===== config.mk =====
export PLATFORM = sky130hd
export DESIGN_NAME = alu_issue_unit
export DESIGN_NICKNAME = d
export VERILOG_FILES = /design/src/rtl/alu_issue_unit.sv
export SDC_FILE = /design/constraint.sdc
export NUM_CORES = 1
export LEC_CHECK = 0
export ABC_CLOCK_PERIOD_IN_PS = 2160
export BUFFER_PORTS_ARGS = -buffer_cell sky130_fd_sc_hd__buf_2
export CAP_MARGIN = 25
export CELL_PAD_IN_SITES_DETAIL_PLACEMENT = 0
export CELL_PAD_IN_SITES_GLOBAL_PLACEMENT = 1
export CORE_MARGIN = 1
export CORE_UTILIZATION = 36
export CTS_CLUSTER_DIAMETER = 30
export DETAILED_ROUTE_END_ITERATION = 8
export PLACE_DENSITY_LB_ADDON = 0.1
export SYNTH_ARGS = -nofsm -noshare
export SYNTH_HDL_FRONTEND = slang
export SYNTH_SLANG_ARGS = --single-unit

===== constraint.sdc =====
create_clock -name clock -period 2.16 [get_ports clock]
set_clock_uncertainty 0.1 [all_clocks]
set_input_delay 0.216 -clock clock [delete_from_list [all_inputs] [get_ports clock]]
set_output_delay 0.216 -clock clock [all_outputs]
set_load 0.05 [all_outputs]

===== src/rtl/alu_issue_unit.sv =====
// alu_issue_unit
//   Issue stage in front of the datapath ALU. Accepts one decoded operation
//   over a valid/ready handshake and registers the ALU control code and both
//   operands at accept. One cycle later it captures the ALU result and zero
//   flag. It then presents result, branch decision and illegal flag
//   downstream over a second valid/ready handshake.
//
// Ports
//   clock, reset_n       rising-edge clock, async active-low reset
//   in_valid / in_ready  upstream handshake
//   ALUOp, funct3,       decoded instruction fields
//   funct7_5, ALUSrc
//   rs1_data, rs2_data,  operand sources
//   imm
//   alu_control,         registered drive to the ALU
//   alu_in1, alu_in2
//   alu_out, alu_zero    combinational ALU response
//   out_valid/out_ready  downstream handshake
//   result,              captured outputs, held while out_valid is high
//   branch_taken,
//   illegal
//   issued_count         completed downstream handshakes (wraps)
//
// state | meaning
// ------+---------------------------------------------------------------
// IDLE  | waiting for an operation, in_ready=1
// EXEC  | operands are on the ALU, capture its result this cycle
// DONE  | result presented, waiting for out_ready (may accept next op)

module alu_issue_unit #(
  parameter int WIDTH = 32,
  parameter int CNT_W = 16
) (
  input  logic             clock,
  input  logic             reset_n,
  input  logic             in_valid,
  output logic             in_ready,
  input  logic [1:0]       ALUOp,
  input  logic [2:0]       funct3,
  input  logic             funct7_5,
  input  logic             ALUSrc,
  input  logic [WIDTH-1:0] rs1_data,
  input  logic [WIDTH-1:0] rs2_data,
  input  logic [WIDTH-1:0] imm,
  output logic [3:0]       alu_control,
  output logic [WIDTH-1:0] alu_in1,
  output logic [WIDTH-1:0] alu_in2,
  input  logic [WIDTH-1:0] alu_out,
  input  logic             alu_zero,
  output logic             out_valid,
  input  logic             out_ready,
  output logic [WIDTH-1:0] result,
  output logic             branch_taken,
  output logic             illegal,
  output logic [CNT_W-1:0] issued_count
);

  localparam logic [3:0] CTRL_AND = 4'b0000;
  localparam logic [3:0] CTRL_OR  = 4'b0001;
  localparam logic [3:0] CTRL_ADD = 4'b0010;
  localparam logic [3:0] CTRL_SUB = 4'b0110;
  localparam logic [3:0] CTRL_SLT = 4'b0111;
  // Undecodable ops park the ALU on the all-zero code.
  localparam logic [3:0] CTRL_NONE = 4'b0000;

  typedef enum logic [1:0] {
    S_IDLE = 2'd0,
    S_EXEC = 2'd1,
    S_DONE = 2'd2
  } state_t;

  state_t state_q, state_d;

  logic [3:0]       ctrl_q;
  logic [WIDTH-1:0] in1_q, in2_q;
  logic             pend_ill_q, pend_beq_q, pend_bne_q;
  logic [WIDTH-1:0] result_q;
  logic             br_q, ill_q;
  logic [CNT_W-1:0] cnt_q, cnt_d;

  logic [3:0] dec_ctrl;
  logic       dec_ill, dec_beq, dec_bne;
  logic       accept, complete;

  // Instruction decode
  always_comb begin
    dec_ctrl = CTRL_ADD;
    dec_ill  = 1'b0;
    dec_beq  = 1'b0;
    dec_bne  = 1'b0;
    case (ALUOp)
      2'b00: dec_ctrl = CTRL_ADD;
      2'b01: begin
        dec_ctrl = CTRL_SUB;
        case (funct3)
          3'b000:  dec_beq = 1'b1;
          3'b001:  dec_bne = 1'b1;
          default: begin
            dec_ill  = 1'b1;
            dec_ctrl = CTRL_NONE;
          end
        endcase
      end
      2'b10: begin
        case (funct3)
          // SUB only for the register form; the immediate form has no SUBI.
          3'b000:  dec_ctrl = (funct7_5 && !ALUSrc) ? CTRL_SUB : CTRL_ADD;
          3'b111:  dec_ctrl = CTRL_AND;
          3'b110:  dec_ctrl = CTRL_OR;
          3'b010:  dec_ctrl = CTRL_SLT;
          default: begin
            dec_ill  = 1'b1;
            dec_ctrl = CTRL_NONE;
          end
        endcase
      end
      default: begin
        dec_ill  = 1'b1;
        dec_ctrl = CTRL_NONE;
      end
    endcase
  end

  // FSM next state and handshake outputs
  always_comb begin
    state_d  = state_q;
    in_ready = 1'b0;
    case (state_q)
      S_IDLE: begin
        in_ready = 1'b1;
        if (in_valid) state_d = S_EXEC;
      end
      S_EXEC: state_d = S_DONE;
      S_DONE: begin
        // The result slot frees as it is consumed, so a new op can be taken
        // in the same cycle.
        in_ready = out_ready;
        if (out_ready) state_d = in_valid ? S_EXEC : S_IDLE;
      end
      default: state_d = S_IDLE;
    endcase
  end

  assign accept   = in_valid && in_ready;
  assign complete = (state_q == S_DONE) && out_ready;
  assign cnt_d    = complete ? cnt_q + 1'b1 : cnt_q;

  always_ff @(posedge clock or negedge reset_n) begin
    if (!reset_n) begin
      state_q <= S_IDLE;
      cnt_q   <= '0;
    end else begin
      state_q <= state_d;
      cnt_q   <= cnt_d;
    end
  end

  // Issue registers: loaded only on accept, otherwise hold.
  always_ff @(posedge clock or negedge reset_n) begin
    if (!reset_n) begin
      ctrl_q     <= CTRL_NONE;
      in1_q      <= '0;
      in2_q      <= '0;
      pend_ill_q <= 1'b0;
      pend_beq_q <= 1'b0;
      pend_bne_q <= 1'b0;
    end else if (accept) begin
      ctrl_q     <= dec_ctrl;
      in1_q      <= rs1_data;
      in2_q      <= ALUSrc ? imm : rs2_data;
      pend_ill_q <= dec_ill;
      pend_beq_q <= dec_beq;
      pend_bne_q <= dec_bne;
    end
  end

  // Result registers: loaded in EXEC only, so they hold through DONE.
  always_ff @(posedge clock or negedge reset_n) begin
    if (!reset_n) begin
      result_q <= '0;
      br_q     <= 1'b0;
      ill_q    <= 1'b0;
    end else if (state_q == S_EXEC) begin
      result_q <= alu_out;
      br_q     <= (pend_beq_q && alu_zero) || (pend_bne_q && !alu_zero);
      ill_q    <= pend_ill_q;
    end
  end

  assign alu_control  = ctrl_q;
  assign alu_in1      = in1_q;
  assign alu_in2      = in2_q;
  assign out_valid    = (state_q == S_DONE);
  assign result       = result_q;
  assign branch_taken = br_q;
  assign illegal      = ill_q;
  assign issued_count = cnt_q;

endmodule


## Word-level counts from Yosys, hierarchy flattened

Index checks and enable logic that the tools add are counted.

- Input port bits: 140
- Register bits: 123

- Equal/unequal tests: 10
- Add/sub/neg operators: 1
- Reductions and logical operators: 14
- Mux-type cells: 17

Operator list:

| kind | count |
|---|---|
| two-way mux 32 bit | 1 |
| one-hot mux 3 bit (3 select lines) | 2 |
| adder 16 x 1 -> 16 bit, second input constant | 1 |
| two-way mux 1 bit | 7 |
| equality test 3 bit, second input constant | 2 |
| two-way mux 3 bit | 2 |
| one-hot mux 2 bit (3 select lines) | 1 |
| logical AND 1 bit | 5 |
| equality test 2 x 1 -> 1 bit, second input constant | 2 |
| equality test 2 bit, second input constant | 2 |
| zero test 2 bit | 2 |
| two-way mux 2 bit | 2 |
| OR reduction 4 bit | 1 |
| equality test 3 x 1 -> 1 bit, second input constant | 1 |
| equality test 3 x 2 -> 1 bit, second input constant | 1 |
| zero test 3 bit | 1 |
| one-hot mux 1 bit (3 select lines) | 1 |
| zero test 1 bit | 2 |
| != test 2 x 1 -> 1 bit, second input constant | 1 |
| != test 2 bit, second input constant | 1 |
| one-hot mux 1 bit (2 select lines) | 1 |
| AND reduction 2 bit | 1 |
| OR reduction 2 bit | 1 |
| logical OR 1 bit | 1 |

## Logic depth before layout (Yosys ltp)

Gate-level depths: netlist of run 1.

- Depth in word-level cells: 5
- Mapped depth: 7
- Mapped depth without buffers: 5

## Worst setup path before layout of run 1

No wires, ideal clock.

- Kind: reg-to-reg
- Start: register state_q[0]
- End: register cnt_q[1] (netlist: issued_count[1])
- Path slack: 0.298 ns
- Required time: 1.935 ns
- Buffers on the path: 0
- Cell stages (with the launch flop): 4
- Period minus slack after synthesis: 1.862 ns
- Arrival: 1.638 ns
- Path through: dfrtp_1 > nor2_1 > nand2_1 > mux2_2

- Word-level cells in the longest chain between the ends: 2

Ends and longest elaborated chain:

| what | line | text |
|---|---|---|
| start, declared | 72 | `state_t state_q, state_d;` |
| start signal, assigned | 153 | `state_q <= state_d;` |
| equality test 2 bit | -- |  |
| via out_valid | 50 | `output logic out_valid,` |
| logical AND 1 bit | 145 | `assign complete = (state_q == S_DONE) && out_ready;` |
| end signal, assigned | 154 | `cnt_q <= cnt_d;` |
| end, declared | 79 | `logic [CNT_W-1:0] cnt_q, cnt_d;` |

The timed path passes the listed nets, and every way through them passes these cells.
A chain may end at the register's enable or synchronous reset.

## Worst setup path in the final report of run 1

- Start: register state_q[1]
- End: register ctrl_q[0] (netlist: alu_control[0])

- Word-level cells in the longest chain between the ends: 3

Ends and longest elaborated chain:

| what | line | text |
|---|---|---|
| equality test 2 bit or zero test 2 bit (tied branches) | 128 | `case (state_q)` |
| one-hot mux 1 bit (2 select lines) * | 128 |  |
| logical AND 1 bit * | 144 | `assign accept = in_valid && in_ready;` |
| end signal, assigned | 168 | `ctrl_q <= dec_ctrl;` |
| end, declared | 74 | `logic [3:0] ctrl_q;` |

Every way passes the cells marked *; elsewhere a longest branch is shown, timed or not.

==> results.ini, run 1 <==
[outcome]
outcome = finished, final reports clean

[place]
globalplace.congestion = 0.754
portBuffers = 258
dpl_cell_area_um2 = 6470
dp.cells = 864
hpwl_um = 9170

[clocking]
worstSkewPairLatency_ns = 0.41
numCtsBuffers = 17
cts_root_buffer = clkbuf_16
clkTransAtPathRegs_ns = 0.05
clock-sinks = 122
cts_tree = yes
cts.htree.levels = 4
cts_max_path_buffers = 2

[floorplan]
start_util = 0.373
core_um2 = 13300
fp-row-count = 42
chipWidth_um = 120
die_y_um = 120
boundaryPins = 260
die_area_um2 = 14300

[layout]
final_cells = 991
utilization = 0.603
fin_nets = 943
drive_above_1_share = 0.407
area_delta_synth_final_pct = 61.6
fillCellCount = 1136
antenna_cells = 0
multi_input_area_um2 = 1790
final_cell_mix = 257 x buf_2, 139 x nand2_1, 122 x dfrtp_1
final_common_cell = buf_2
design_area_um2 = 8050
ff_latch_area_um2 = 3050

[global_route]
antenna_found_initial = 0
grt_pass1_vias = 4466
grt-ovfl-total = 0
grt_first_pass_wirelength_um = 21700
grt.total_usage = 0.197
grt_start_max_net_pins = 123

[synthesis]
ys_seq_area_frac = 0.613
netlist_area_um2 = 4980
avgSynthCellArea_um2 = 11.2
synth_fp_nets = 587
synthDistinctLibCells = 28
syn_inst = 446
ys_ff_latch = 122
yosys_warnings = 0

[worst_setup_path]
startpoint_type = flip-flop
worst-endpoint-arrival_ns = 2.14
max_stage_delay_ns = 0.56
crit_slowest_cell = dlygate4sd3_1
endpoint_kind = flip-flop
critPathRequiredTime_ns = 2.36
cp_top_family = buffers and inverters
cp_max_fo = 16
crit_chain = inv_1, o211ai_1, inv_1, buf_4, nand4_1, dlygate4sd3_1, nand2_1
critPathKind = flip-flop to flip-flop
cp_common_cell = inv_1
crit_buf_inv = 4

[detailed_routing]
wire_per_inst_um = 13.5
finalWirelength_um = 13400
vias = 4444
drcViolationCount = 0
first_pass_iters = 5
initialDrtViolationCount = 177
routed_via_density = 4.48
ant_nets = 0

[timing]
period_share = 0.899
finalHoldViolations = 0
max_slew_margin = 0.559
grt_setup_unrepaired = false
worstMarginPinSlew_ns = 0.662
max_freq_ghz = 0.515
fin_tns_setup_ns = 0
slew_violations = 0
period_needed_ns = 1.94
finalSetupViolCount = 0

[min_path]
min-delay-path-class = input pin to flip-flop

[power_and_ir_drop]
powerDensity_nw_per_um2 = 1270
peakVddDrop_uv = 607
leakage_uw = 0.00423
p_total_uw = 10200

[job]
cap_violations = 0

## layer usage
layer / up-vias / global-route usage / share of wire
li1: 2200 / - / -
met1: 2050 / 0.232 / 0.41
met2: 165 / 0.327 / 0.49
met3: 29 / 0.0608 / 0.070
met4: 0 / 0.0898 / 0.024
met5: - / 0 / 0
## path summary, 6_finish.rpt
kind,startpoint,end,slack (ns),cells after the start
worst min register to register,alu_in1[16],alu_in1[16],0.37,2
worst min-delay path,rs2_data[25],alu_in2[25],0.01,3
max in group asynchronous,reset_n,alu_in1[6],1.10,3
min in group asynchronous,reset_n,issued_count[9],0.34,3
worst max register to register,state_q[1],alu_control[0],0.22,7
worst max-delay path,state_q[1],alu_control[0],0.22,7
## final cells by class
| class | instances | share of cell area |
|---|---|---|
| sequential | 122 | 0.379 |
| inverter | 6 | 0.00280 |
| multi-input combinational | 294 | 0.222 |
| clock buffer | 27 | 0.0687 |
| clock inverter | 5 | 0.00964 |
| timing repair buffer | 361 | 0.290 |
| tap | 176 | 0.0274 |
## kinds of logic after synthesis
group | Yosys count | share of synthesized area
muxes | 66 | 0.141
and+or+nand+nor | 164 | 0.134
AOI/OAI and AO/OA | 47 | 0.0537
adders and majority gates | 1 | 0.00251
DFF | 122 | 0.613
buffers and inverters | 30 | 0.0289
xor gates and xnor gates | 15 | 0.0264
other | 1 | 0.000753
## through the flow
step	hold WS (ns)	worst slack [ns]
after global routing	0.0105	0.0209
after global placement	0.268	0.555
after CTS	0.000389	0.0558
after floorplan	-0.180	0.298
final	0.0134	0.219
after detailed placement	0.276	0.501
## flip-flops by register name, indices dropped and copies added (netlist names)
name and cells:
state_q 2, alu_in1 32, alu_control 3, illegal 1, pend_beq_q 1, pend_bne_q 1
alu_in2 32, branch_taken 1, issued_count 16, result 32, pend_ill_q 1
## cell usage after synthesis
cell      number  share of area
a22o_1         2         0.0035
buf_2         19          0.019
mux2i_1       33          0.066
xnor2_1       15          0.026
a211oi_1       1         0.0015
inv_1          6         0.0045
nand2_1      139           0.10
nor2_1         4         0.0030
and4_1         3         0.0053
nand4_1        3         0.0038
nor2b_1        1         0.0013
o221ai_1       2         0.0035
a21o_1         1         0.0015
and2_1         2         0.0025
o21a_1         2         0.0030
o21ai_0       36          0.036
nand3_1        8         0.0080
mux2_2        33          0.075
and4b_1        1         0.0020
buf_4          2         0.0030
clkbuf_1       3         0.0023
ha_1           1         0.0025
conb_1         1        0.00075
dfrtp_1      122           0.61
and3_1         2         0.0025
nor3_1         1         0.0010
a21boi_0       1         0.0015
o211ai_1       2         0.0030
## worst reg2reg max path: stages, from the launching register on
cell and delay, ns:
dfrtp_1 0.33, inv_1 0.07, o211ai_1 0.27, inv_1 0.12, buf_4 0.21, nand4_1 0.11
dlygate4sd3_1 0.56, nand2_1 0.06
## power breakdown
part | switching (uW) | internal, uW | total (uW)
clock network | 955 | 1970 | 2930
logic | 3030 | 1060 | 4090
registers | 323 | 2910 | 3230
## timing repair
item / CTS / global route
gates resized for setup: 0 / 0
setup endpoints to repair: 0 / 1
hold buffers: 92 / 1
buffers inserted: 0 / 2
hold endpoints to repair: 203 / 1
(Power assumes the default switching activity.)
==> run 2: changes to the inputs <==
Settings changed: CORE_UTILIZATION 36 to 37, CTS_BUF_LIST set to sky130_fd_sc_hd__clkbuf_4 sky130_fd_sc_hd__clkbuf_8.
==> results.ini, run 2 (synthesis results as in run 1) <==
[power_and_ir_drop]
leakage_uw = 0.00431
powerDensity_nw_per_um2 = 1180
peakVddDrop_uv = 505

[place]
dpl_cell_area_um2 = 6480
globalplace.congestion = 0.725
portBuffers = 258
hpwl_um = 9060

[global_route]
grt_start_max_net_pins = 103
grt_pass1_vias = 4872
antenna_found_initial = 1
grt_first_pass_wirelength_um = 22700
grt-ovfl-total = 0
grt.total_usage = 0.208

[floorplan]
fp-row-count = 42
core_um2 = 13200
chipWidth_um = 118
die_y_um = 118
die_area_um2 = 13900
boundaryPins = 260
start_util = 0.378

[detailed_routing]
first_pass_iters = 5
vias = 4633
drcViolationCount = 0
wire_per_inst_um = 13.3
ant_nets = 0
finalWirelength_um = 13700
initialDrtViolationCount = 141
routed_via_density = 4.52

[timing]
max_freq_ghz = 0.568
period_share = 0.815
grt_setup_unrepaired = false
period_needed_ns = 1.76
finalHoldViolations = 0
fin_tns_setup_ns = 0
finalSetupViolCount = 0
slew_violations = 0

[layout]
drive_above_1_share = 0.390
final_cell_mix = 257 x buf_2, 139 x nand2_1, 129 x dlygate4sd3_1
area_delta_synth_final_pct = 65.4
final_common_cell = buf_2
design_area_um2 = 8240
fin_nets = 977

[clocking]
ctsHoldBuffers = 129
cts.htree.levels = 4
worstSkewPairLatency_ns = 0.42
cts-resized-gates = 0
clock-sinks = 122
cts_tree = yes
cts_max_path_buffers = 2
numCtsBuffers = 17
clkTransAtPathRegs_ns = 0.06
cts_root_buffer = clkbuf_8
postCtsSetupBuffers = 0

[job]
cap_violations = 0

[min_path]
whs_path_depth = 3
min-delay-path-class = input pin to flip-flop

[worst_setup_path]
startpoint_type = input pin
endpoint_kind = flip-flop
worst-endpoint-arrival_ns = 1.97
critPathRequiredTime_ns = 2.37
critPathKind = input pin to flip-flop
rrSetupSlack_ns = 0.47
cp_max_fo = 102
reg2reg_depth = 5

[outcome]
outcome = finished, final reports clean

## run 2: changes by cell type in the layout (fill, tap and decap cells not counted), moves of 3 or more
cell	change
bufinv_16	+3
clkbuf_8	+10
clkbuf_4	+5
clkbuf_16	-17
buf_4	-3
dlygate4sd3_1	+36
## run 2: report_power, final
part	leakage (uW)	switching, uW	internal (uW)
clock	0.000242	837	1500
combinational	0.00256	3050	1120
sequential	0.00151	322	2900
## run 2: layout make-up
type                    instances  area (um^2)
well taps                     176          220
flip-flops and latches        122         3050
inverters                       6         22.5
clock inverters                 8          165
repair buffers                395         2700
fillers                      1122         4950
clock buffers                  24          299
multi-input cells             294         1790
diodes                          1         2.50
## run 2: per-layer routing
metal | track usage | up-vias | share of wire
met2 | 0.354 | 163 | 0.51
met3 | 0.0683 | 30 | 0.065
met1 | 0.234 | 2180 | 0.40
met5 | 0 | - | 0
li1 | - | 2260 | -
met4 | 0.104 | 0 | 0.028
## run 2: final timing paths
check                              from               to
min reg2reg                  alu_in1[7]       alu_in1[7]
max reg2reg                  state_q[1]       pend_beq_q
min in group asynchronous       reset_n  issued_count[9]
max                           out_ready       pend_beq_q
max in group asynchronous       reset_n       result[25]
min                        rs2_data[16]      alu_in2[16]
## run 2: worst max-delay path, cell delays in order
cell and delay, ns:
dlygate4sd3_1 0.55, buf_2 0.16, o211ai_1 0.30, buf_12 0.32
nor3_1 0.12, a22o_1 0.19
## run 2: per-stage QoR
step	utilization	hold WS (ns)	power, uW	setup WS [ns]	instances
after floorplan	-	-0.180	6170	0.298	446
after global placement	0.492	-0.0469	7190	0.528	864
after detailed placement	0.492	-0.0461	7240	0.497	864
after CTS	0.625	0.000243	9810	0.423	1025
after global routing	0.625	0.0177	10200	0.316	1026
final	0.625	0.0193	9720	0.400	1026
==> run 3: changes to the inputs <==
Settings changed: ABC_CLOCK_PERIOD_IN_PS 2160 to 1800, CORE_UTILIZATION 37 to 34.
Clock period 2.16 ns to 1.8 ns, I/O delays scaled along.
==> results.ini, run 3 (synthesis results as in run 1) <==
[outcome]
outcome = finished, final reports clean

[layout]
final_cells = 1042
final_cell_mix = 257 x buf_2, 139 x nand2_1, 137 x dlygate4sd3_1
final_common_cell = buf_2
utilization = 0.592
drive_above_1_share = 0.391
area_delta_synth_final_pct = 67.6
antenna_cells = 0
fin_nets = 991

[global_route]
grt-ovfl-total = 0
grt_use_met1 = 0.206
grt_start_max_net_pins = 67
grt_use_met2 = 0.327
grt_pass1_vias = 4723
grt.total_usage = 0.187
global_route.usage.met3 = 0.0632
top_usage_layer = met2
antenna_found_initial = 0
grt_first_pass_wirelength_um = 21600

[worst_setup_path]
critPathRequiredTime_ns = 1.52
cp_top_family = flip-flops
max_stage_delay_ns = 0.41
cp_max_fo = 4
rr_startpoint = state_q[0]
reg2reg_to = issued_count[15]
startpoint_type = flip-flop
rrSetupSlack_ns = 0.22
reg2reg_depth = 4
crit_chain = nor2_2, buf_2
critPathKind = flip-flop to output pin
crit_slowest_cell = dfrtp_1
endpoint_kind = output pin
worst-endpoint-arrival_ns = 1.36
crit_buf_inv = 1

[floorplan]
start_util = 0.353
boundaryPins = 260
chipWidth_um = 123
die_y_um = 123
die_area_um2 = 15100
core_um2 = 14100
fp-row-count = 43

[timing]
period_needed_ns = 1.64
grt_setup_unrepaired = false
fin_ws_ns = 0.159
finalHoldViolations = 0
slew_violations = 0
period_share = 0.912
finalSetupViolCount = 0
fin_tns_setup_ns = 0
holdWs_ns = 0.191
max_freq_ghz = 0.609

[clocking]
worstSkewPairLatency_ns = 0.43
clock-sinks = 122
clkTransAtPathRegs_ns = 0.07
cts_tree = yes
cts.htree.levels = 4
cts_root_buffer = clkbuf_8
cts_max_path_buffers = 2
numCtsBuffers = 17

[place]
hpwl_um = 9290
globalplace.congestion = 0.773
place_ws_ns = 0.107
dp.cells = 872
portBuffers = 258

[power_and_ir_drop]
powerDensity_nw_per_um2 = 1380
peakVddDrop_uv = 627
p_int_uw = 6430
pwr-share-comb = 0.437
seq_power_share = 0.336
leakage_uw = 0.00435
clockPowerShare = 0.227
p_sw_uw = 5080
power_switching_share = 0.442

[detailed_routing]
first_pass_iters = 4
drcViolationCount = 0
vias = 4653
finalWirelength_um = 13800
ant_nets = 0
routed_via_density = 4.47
wire_per_inst_um = 13.3
initialDrtViolationCount = 169

[min_path]
min-delay-path-class = input pin to async pin

[job]
cap_violations = 0

## run 3: worst max path at each step
| stage | slack [ns] | startpoint | end | cells past startpoint |
|---|---|---|---|---|
| 6_report | 0.16 | state_q[0] | out_valid | 2 |
| 3_3_place_gp | 0.15 | state_q[1] | alu_in1[18] | 6 |
| 3_5_place_dp | 0.11 | state_q[1] | alu_in1[2] | 6 |
| 4_1_cts | 0.10 | state_q[1] | alu_in1[2] | 6 |
| 2_1_floorplan | 0.05 | issued_count[2] | issued_count[7] | 5 |
| 5_1_grt | 0.07 | state_q[0] | out_valid | 2 |
## run 3: cell type report
| type | count | area [um^2] |
|---|---|---|
| Clock buffer | 24 | 318 |
| Clock inverter | 7 | 113 |
| Fill cell | 1214 | 5740 |
| Inverter | 6 | 22.5 |
| Multi-Input combinational cell | 294 | 1790 |
| Sequential cell | 122 | 3050 |
| Tap cell | 180 | 225 |
| Timing Repair Buffer | 409 | 2830 |
## run 3: metrics by stage
step                power (uW)  cell area [um^2]
floorplan                 7400              4980
global placement          8660              6540
detailed placement        8720              6540
CTS                      11600              8340
global route             12100              8350
finish                   11500              8350
## run 3: repair_timing
| action | 4_1_cts | 5_1_grt |
|---|---|---|
| hold endpoints to repair | 228 | 0 |
| setup buffers | 0 | 2 |
| resized for setup | 0 | 0 |
| setup endpoints to repair | 0 | 29 |
| hold buffers | 137 | 0 |
## run 3: per-layer routing
layer	wire length (um)	vias up
li1	-	2288
met1	5500	2169
met2	6930	168
met3	1030	28
met4	353	0
met5	0	-
## run 3: worst register-to-register path, cell delays in order, from the launching register on
cell	delay, ns
dfrtp_1	0.41
and4b_1	0.33
and4_1	0.35
nand4_1	0.14
xnor2_1	0.14
## run 3: power by group through the flow
stage	sequential, uW	combinational, uW	clock (uW)
floorplan	6490	915	0
finish	3870	5030	2610
global placement	3890	4780	0
detailed placement	3910	4810	0
CTS	3870	5060	2700
global route	3980	5320	2800
